**config.mk**
```make
export PLATFORM = sky130hd
export DESIGN_NAME = ioctl_sender
export DESIGN_NICKNAME = d
export VERILOG_FILES = /design/src/rtl/next186_sim_pkg.sv /design/src/rtl/ioctl_cnt.sv /design/src/rtl/ioctl_sender.sv
export SDC_FILE = /design/constraint.sdc
export NUM_CORES = 1
export LEC_CHECK = 0
export ABC_AREA = 1
export BUFFER_PORTS_ARGS = -buffer_cell sky130_fd_sc_hd__buf_2
export CAP_MARGIN = 20
export CORE_UTILIZATION = 50
export DETAILED_ROUTE_END_ITERATION = 7
export PLACE_DENSITY = 0.78
export REMOVE_ABC_BUFFERS = 1
export SYNTH_ARGS = -nofsm -noshare
export SYNTH_HDL_FRONTEND = slang
export SYNTH_SLANG_ARGS = --single-unit
```
**constraint.sdc**
```tcl
create_clock -name clk_28_636 -period 3.6 [get_ports clk_28_636]
set_input_delay 0.54 -clock clk_28_636 [delete_from_list [all_inputs] [get_ports clk_28_636]]
set_output_delay 0.54 -clock clk_28_636 [all_outputs]
set_load 0.005 [all_outputs]
```
**src/rtl/next186_sim_pkg.sv**
```systemverilog
// Shared definitions for the simulation-side ioctl download path:
// the sender state encoding, default timing, and a timer-load helper.
package next186_sim_pkg;

    localparam int LEAD_DEF = 4;
    localparam int GAP_DEF  = 3;
    localparam int TAIL_DEF = 4;

    localparam int CNT_W  = 8;
    localparam int ADDR_W = 25;
    localparam int DATA_W = 8;

    typedef enum logic [2:0] {
        ST_IDLE  = 3'd0,
        ST_LEAD  = 3'd1,
        ST_FETCH = 3'd2,
        ST_WRITE = 3'd3,
        ST_GAP   = 3'd4,
        ST_TAIL  = 3'd5
    } ioctl_state_e;

    // Load value that keeps a timed state resident for `cycles` clocks (minimum one).
    function automatic logic [CNT_W-1:0] dwell_load(input int cycles);
        logic [CNT_W-1:0] val;
        if (cycles <= 1) begin
            val = {CNT_W{1'b0}};
        end else begin
            val = CNT_W'(cycles - 1);
        end
        return val;
    endfunction

endpackage

```
**src/rtl/ioctl_cnt.sv**
```systemverilog
// Loadable down-counter that times the LEAD, GAP and TAIL phases of the sender.
// zero is high once the count has run out; it never underflows.
module ioctl_cnt
    import next186_sim_pkg::*;
(
    input  logic             clk,
    input  logic             reset_n,
    input  logic             load,
    input  logic             en,
    input  logic [CNT_W-1:0] load_val,
    output logic             zero
);

    logic [CNT_W-1:0] count_q;
    logic [CNT_W-1:0] count_d;

    // Next count: a load wins over counting down.
    always_comb begin
        count_d = count_q;
        if (load) begin
            count_d = load_val;
        end else if (en && (count_q != {CNT_W{1'b0}})) begin
            count_d = count_q - CNT_W'(1);
        end else begin
            count_d = count_q;
        end
    end

    // Count register with synchronous active-low reset.
    always_ff @(posedge clk) begin
        if (!reset_n) begin
            count_q <= {CNT_W{1'b0}};
        end else begin
            count_q <= count_d;
        end
    end

    assign zero = (count_q == {CNT_W{1'b0}});

endmodule

```
**src/rtl/ioctl_sender.sv**
```systemverilog
// Streams a byte source into a core's ioctl download port: a download window
// with LEAD/TAIL padding around one write strobe per byte, spaced by GAP.
module ioctl_sender
    import next186_sim_pkg::*;
#(
    parameter int LEAD = LEAD_DEF,
    parameter int GAP  = GAP_DEF,
    parameter int TAIL = TAIL_DEF
) (
    input  logic                clk_28_636,
    input  logic                reset_n,
    input  logic                start,
    input  logic [7:0]          index,
    input  logic [ADDR_W-1:0]   length,
    input  logic                s_valid,
    input  logic [DATA_W-1:0]   s_data,
    output logic                s_ready,
    output logic                busy,
    output logic                done,
    output logic                ioctl_download,
    output logic                ioctl_wr,
    output logic [ADDR_W-1:0]   ioctl_addr,
    output logic [DATA_W-1:0]   ioctl_dout,
    output logic [7:0]          ioctl_index,
    input  logic                ioctl_wait
);

    // The FETCH handshake cycle counts as one of the idle cycles after a
    // strobe, so the GAP state itself only needs GAP-1 cycles.
    localparam logic [CNT_W-1:0] LEAD_LD = dwell_load(LEAD);
    localparam logic [CNT_W-1:0] GAP_LD  = dwell_load(GAP - 1);
    localparam logic [CNT_W-1:0] TAIL_LD = dwell_load(TAIL);

    ioctl_state_e        state_q,     state_d;
    logic [7:0]          index_q,     index_d;
    logic [ADDR_W-1:0]   remaining_q, remaining_d;
    logic [ADDR_W-1:0]   addr_q,      addr_d;
    logic [DATA_W-1:0]   dout_q,      dout_d;
    logic                wr_q,        wr_d;
    logic                download_q,  download_d;
    logic                busy_q,      busy_d;
    logic                done_q,      done_d;

    logic                handshake_s;
    logic                cnt_load_s;
    logic [CNT_W-1:0]    cnt_val_s;
    logic                cnt_en_s;
    logic                cnt_zero_s;

    // Source handshake is only offered in FETCH and only when the core is not stalling.
    always_comb begin
        handshake_s = 1'b0;
        if (state_q == ST_FETCH) begin
            handshake_s = s_valid && !ioctl_wait;
        end else begin
            handshake_s = 1'b0;
        end
    end

    // Timer runs only in the timed phases.
    always_comb begin
        cnt_en_s = 1'b0;
        case (state_q)
            ST_LEAD, ST_GAP, ST_TAIL: cnt_en_s = 1'b1;
            default:                  cnt_en_s = 1'b0;
        endcase
    end

    ioctl_cnt u_cnt (
        .clk      (clk_28_636),
        .reset_n  (reset_n),
        .load     (cnt_load_s),
        .en       (cnt_en_s),
        .load_val (cnt_val_s),
        .zero     (cnt_zero_s)
    );

    // Next-state and next-output logic of the transfer sequencer.
    always_comb begin
        state_d     = state_q;
        index_d     = index_q;
        remaining_d = remaining_q;
        addr_d      = addr_q;
        dout_d      = dout_q;
        wr_d        = 1'b0;
        download_d  = download_q;
        busy_d      = busy_q;
        done_d      = 1'b0;
        cnt_load_s  = 1'b0;
        cnt_val_s   = {CNT_W{1'b0}};

        case (state_q)
            ST_IDLE: begin
                if (start && !busy_q) begin
                    index_d     = index;
                    remaining_d = length;
                    addr_d      = {ADDR_W{1'b0}};
                    download_d  = 1'b1;
                    busy_d      = 1'b1;
                    cnt_load_s  = 1'b1;
                    cnt_val_s   = LEAD_LD;
                    state_d     = ST_LEAD;
                end else begin
                    state_d     = ST_IDLE;
                end
            end
            ST_LEAD: begin
                if (cnt_zero_s) begin
                    if (remaining_q != {ADDR_W{1'b0}}) begin
                        state_d    = ST_FETCH;
                    end else begin
                        cnt_load_s = 1'b1;
                        cnt_val_s  = TAIL_LD;
                        state_d    = ST_TAIL;
                    end
                end else begin
                    state_d = ST_LEAD;
                end
            end
            ST_FETCH: begin
                if (handshake_s) begin
                    dout_d  = s_data;
                    wr_d    = 1'b1;
                    state_d = ST_WRITE;
                end else begin
                    state_d = ST_FETCH;
                end
            end
            ST_WRITE: begin
                remaining_d = remaining_q - ADDR_W'(1);
                cnt_load_s  = 1'b1;
                cnt_val_s   = GAP_LD;
                state_d     = ST_GAP;
            end
            ST_GAP: begin
                if (cnt_zero_s) begin
                    // The address only advances when another byte follows, so it
                    // keeps the last written address once the transfer ends.
                    if (remaining_q != {ADDR_W{1'b0}}) begin
                        addr_d     = addr_q + ADDR_W'(1);
                        state_d    = ST_FETCH;
                    end else begin
                        cnt_load_s = 1'b1;
                        cnt_val_s  = TAIL_LD;
                        state_d    = ST_TAIL;
                    end
                end else begin
                    state_d = ST_GAP;
                end
            end
            ST_TAIL: begin
                if (cnt_zero_s) begin
                    download_d = 1'b0;
                    busy_d     = 1'b0;
                    done_d     = 1'b1;
                    state_d    = ST_IDLE;
                end else begin
                    state_d    = ST_TAIL;
                end
            end
            default: begin
                download_d = 1'b0;
                busy_d     = 1'b0;
                state_d    = ST_IDLE;
            end
        endcase
    end

    // Sequencer and output registers with synchronous active-low reset.
    always_ff @(posedge clk_28_636) begin
        if (!reset_n) begin
            state_q     <= ST_IDLE;
            index_q     <= 8'd0;
            remaining_q <= {ADDR_W{1'b0}};
            addr_q      <= {ADDR_W{1'b0}};
            dout_q      <= {DATA_W{1'b0}};
            wr_q        <= 1'b0;
            download_q  <= 1'b0;
            busy_q      <= 1'b0;
            done_q      <= 1'b0;
        end else begin
            state_q     <= state_d;
            index_q     <= index_d;
            remaining_q <= remaining_d;
            addr_q      <= addr_d;
            dout_q      <= dout_d;
            wr_q        <= wr_d;
            download_q  <= download_d;
            busy_q      <= busy_d;
            done_q      <= done_d;
        end
    end

    assign s_ready        = handshake_s;
    assign busy           = busy_q;
    assign done           = done_q;
    assign ioctl_download = download_q;
    assign ioctl_wr       = wr_q;
    assign ioctl_addr     = addr_q;
    assign ioctl_dout     = dout_q;
    assign ioctl_index    = index_q;

endmodule

```
==> summary.md <==
| Metric | Value |
|---|---|
| Antenna violations before repair | `0` |
| Arr. time, crit path | `1700 ps` |
| Run status | `finished with violations` |
| Total negative setup slack | `0 ps` |
| Row count | `34` |
| Sequential fraction of the synthesis area | `around a third` |
| Met1 wire length | `~5500 um` |
| Failing checks | `DRC` |
| Number of synthesized flops with an enable pin | `0` |
| Hold path cells | `3` |
| Netlist Area Pre-Place | `~0.0046 mm^2` |
| Power per Cell Area | `around 640 mW/mm^2` |
| Hold Crit Class | `in2reg` |
| Leak | `~2.3 nW` |
| DP HPWL | `approximately 8800 um` |
| Routed Antenna Nets | `0` |
| Layout fillers | `about 830` |
| Syn_area_per_cell | `around 6.5 um^2` |
| Via count | `4899` |
| Post-synth ARST share | `0%` |
| Final min period | `2240 ps` |
| GRT overflow | `0` |
| Worst-path clk slew | `80 ps` |
| DR WL met2 | `5710 um` |
| Hold buffers post-CTS | `0` |
| Multi-input gate area | `approximately 0.0026 mm^2` |
| Crit. End Element | `primary output` |
| Worst hold start | `s_data[4]` |
| Setup violators final | `0` |
| Crit start category | `flip-flop` |
| Detailed Routing Iterations Pass 1 | `7` |
| Synth warnings | `0` |
| Main synth FF type | `dfxtp_1` |
| Slew Viols, Final | `0` |
| Seq pwr share | `approximately a third` |
| Max_cap viols | `0` |
| CP Max Fanout | `10` |
| Die ar. | `roughly 0.0096 mm^2` |
| Seq cells post-synth | `80` |
| Top routing layer used | `met4` |
| FF-to-FF End | `ioctl_addr[3]$_SDFFE_PN0P_` |
| Largest net degree at the start of global routing | `29` |
| Relative slew slack | `50.5%` |
| RD Place Congestion | `between 0.9 and 1` |
| Vias in the first global route | `~4600` |
| Seq. cell area | `around 0.0016 mm^2` |
| CTS Sinks | `80` |
| CORE AREA | `between 0.008 and 0.009 mm^2` |
| Share of cells above drive strength 1 | `between 15 and 20%` |
| RSZ-0062 raised after global routing | `no` |
| Via/cell ratio | `between 5 and 6` |
| Post-CTS Resized | `0` |
| Max clock buf depth | `2` |
| Met3 wire len | `about 740 um` |
| Post-route clock skew | `between 9 and 10 ps` |
| Required @ worst endpoint | `3060 ps` |
| Total GRT Usage | `roughly a quarter` |
| Die height | `about 98 um` |
| Root Driver | `clkbuf_8` |
| Fmax | `between 400 and 500 MHz` |
| Most common cell after layout, fill and taps aside | `nand2_1` |
| Final Routed Wirelength | `12200 um` |
| Post-synthesis cell type count | `41` |
| CTS H-tree depth | `3` |
| Final Core Density | `between 60% and 70%` |
| Comb power frac | `43.5%` |
| Internal power | `roughly 1.9 mW` |
| Final Cycle Share | `a little over 60%` |
| Diode count | `0` |
| DRC violations left | `4` |
| IO buf count | `about 90` |
| Fin. Hold Viols | `0` |
| Area added between synthesis and finish | `15.0%` |
| Finished Layout Cells | `between 900 and 1000` |
| VDD IR max | `between 0.3 and 0.4 mV` |
| Placed cells | `886` |
| Die W | `between 90 and 100 um` |
| Clock share of power | `between 20% and 30%` |
| Setup Fix Bufs, Post-CTS | `0` |
| Switching pwr | `about 1.5 mW` |
| Reg2Reg Setup Slack | `approximately 1400 ps` |
| Io pins | `92` |
| Worst reg-to-reg path cell count | `9` |
| Switching Share | `43.5%` |
| Cells after Synth | `approximately 710` |
| Hold Path End | `ioctl_dout[4]$_SDFFE_PN0P_` |
| Clk_lat worst skew | `about 360 ps` |
| Least-Margin Pin Slew | `741 ps` |
| First-pass GRT wire length | `20900 um` |
| Nets | `between 800 and 900` |
| Routed WL per cell | `between 10 and 15 um` |
| Num CTS Buffers | `9` |
| Crit Reg-Reg Startpoint | `state_q[0]$_SDFF_PN0_` |
| CTS tree | `done` |
| Commonest cells after routing, fill and taps aside | `nand2_1 (185), nor2_1 (127), buf_2 (91), dfxtp_1 (80), nand3_1 (70)` |
| Initial Util | `52.3%` |
| Critical path class | `reg2out` |
| Initial DRC count | `about 300` |
-- cells by family after synthesis --
group	after synthesis	synth area share, %
adders and majority gates	4	1.09
and+or+nand+nor	424	40.6
buffers and inverters	85	8.12
AOI/OAI and AO/OA	90	10.6
DFF	80	34.7
xor gates and xnor gates	26	4.94
-- worst max path at each step --
stage,startpoint,end
finish,state_q[1]$_SDFF_PN0_,s_ready
global route,state_q[0]$_SDFF_PN0_,ioctl_addr[8]$_SDFFE_PN0P_
CTS,state_q[1]$_SDFF_PN0_,s_ready
detailed placement,state_q[0]$_SDFF_PN0_,ioctl_addr[3]$_SDFFE_PN0P_
global placement,state_q[0]$_SDFF_PN0_,ioctl_addr[8]$_SDFFE_PN0P_
floorplan,state_q[2]$_SDFF_PN0_,remaining_q[20]$_SDFFE_PN0P_
-- power groups by stage --
stage | Combinational [mW] | Clock, mW | Sequential [mW]
floorplan | 1.12 | 0 | 1.16
global placement | 1.42 | 0 | 1.17
detailed placement | 1.46 | 0 | 1.18
CTS | 1.47 | 0.755 | 1.16
global route | 1.66 | 0.793 | 1.19
finish | 1.48 | 0.747 | 1.17
-- critical path, cell delays in order, from the launching register on --
cell	delay (ps)
dfxtp_1	410
inv_1	100
nor2_1	90
nand2_1	180
nor3_4	370
buf_2	190
-- layer usage --
layer	GRT usage [%]	vias to the layer above
met5	0	-
met2	44.5	201
met1	33.9	2235
li1	-	2439
met3	4.01	24
met4	10.4	0
-- synth_stat cells, types with 2 or more instances --
| library cell | instances | area (um^2) |
|---|---|---|
| ha_1 | 4 | 50.1 |
| nand4_1 | 7 | 43.8 |
| o211ai_1 | 4 | 30.0 |
| buf_8 | 3 | 45.0 |
| nand2_1 | 185 | 694 |
| inv_2 | 3 | 11.3 |
| nor4_1 | 2 | 12.5 |
| buf_2 | 8 | 40.0 |
| nand2_4 | 2 | 22.5 |
| inv_1 | 54 | 203 |
| clkbuf_1 | 10 | 37.5 |
| a22oi_1 | 2 | 15.0 |
| a21oi_1 | 56 | 280 |
| nor3_1 | 12 | 60.1 |
| or2_2 | 2 | 12.5 |
| nand3_1 | 70 | 350 |
| nor2_1 | 127 | 477 |
| nor2_4 | 4 | 45.0 |
| nor2_2 | 5 | 31.3 |
| nand2_8 | 2 | 40.0 |
| a31oi_1 | 4 | 25.0 |
| xnor2_1 | 11 | 96.3 |
| o21ai_0 | 18 | 90.1 |
| buf_1 | 4 | 15.0 |
| dfxtp_1 | 80 | 1600 |
| xor2_1 | 15 | 131 |
-- area by class of cell --
type | count | area share (%)
sequential | 80 | 30.2
clock inverter | 7 | 1.79
clock buffer | 9 | 2.34
tap | 108 | 2.55
inverter | 58 | 4.11
timing repair buffer | 96 | 9.30
multi-input combinational | 544 | 49.7
-- sequential cells by signal, summed over array words and instances, names as in the netlist --
name and cells:
ioctl_index 8, ioctl_addr 25, remaining_q 25, busy 1, done 1, u_cnt.count_q 8
ioctl_wr 1, state_q 3, ioctl_dout 8
-- stage by stage --
step           setup slack [ps]  cell area [um^2]  hold WS, ps  total power, mW
6_report                   1360              5300          402             3.39
5_1_grt                    1190              5300          404             3.64
4_1_cts                    1360              5300          396             3.39
3_5_place_dp               1450              5080          456             2.64
3_3_place_gp               1550              5080          450             2.59
2_1_floorplan              1680              4450          439             2.27
(Power assumes the default switching activity.)
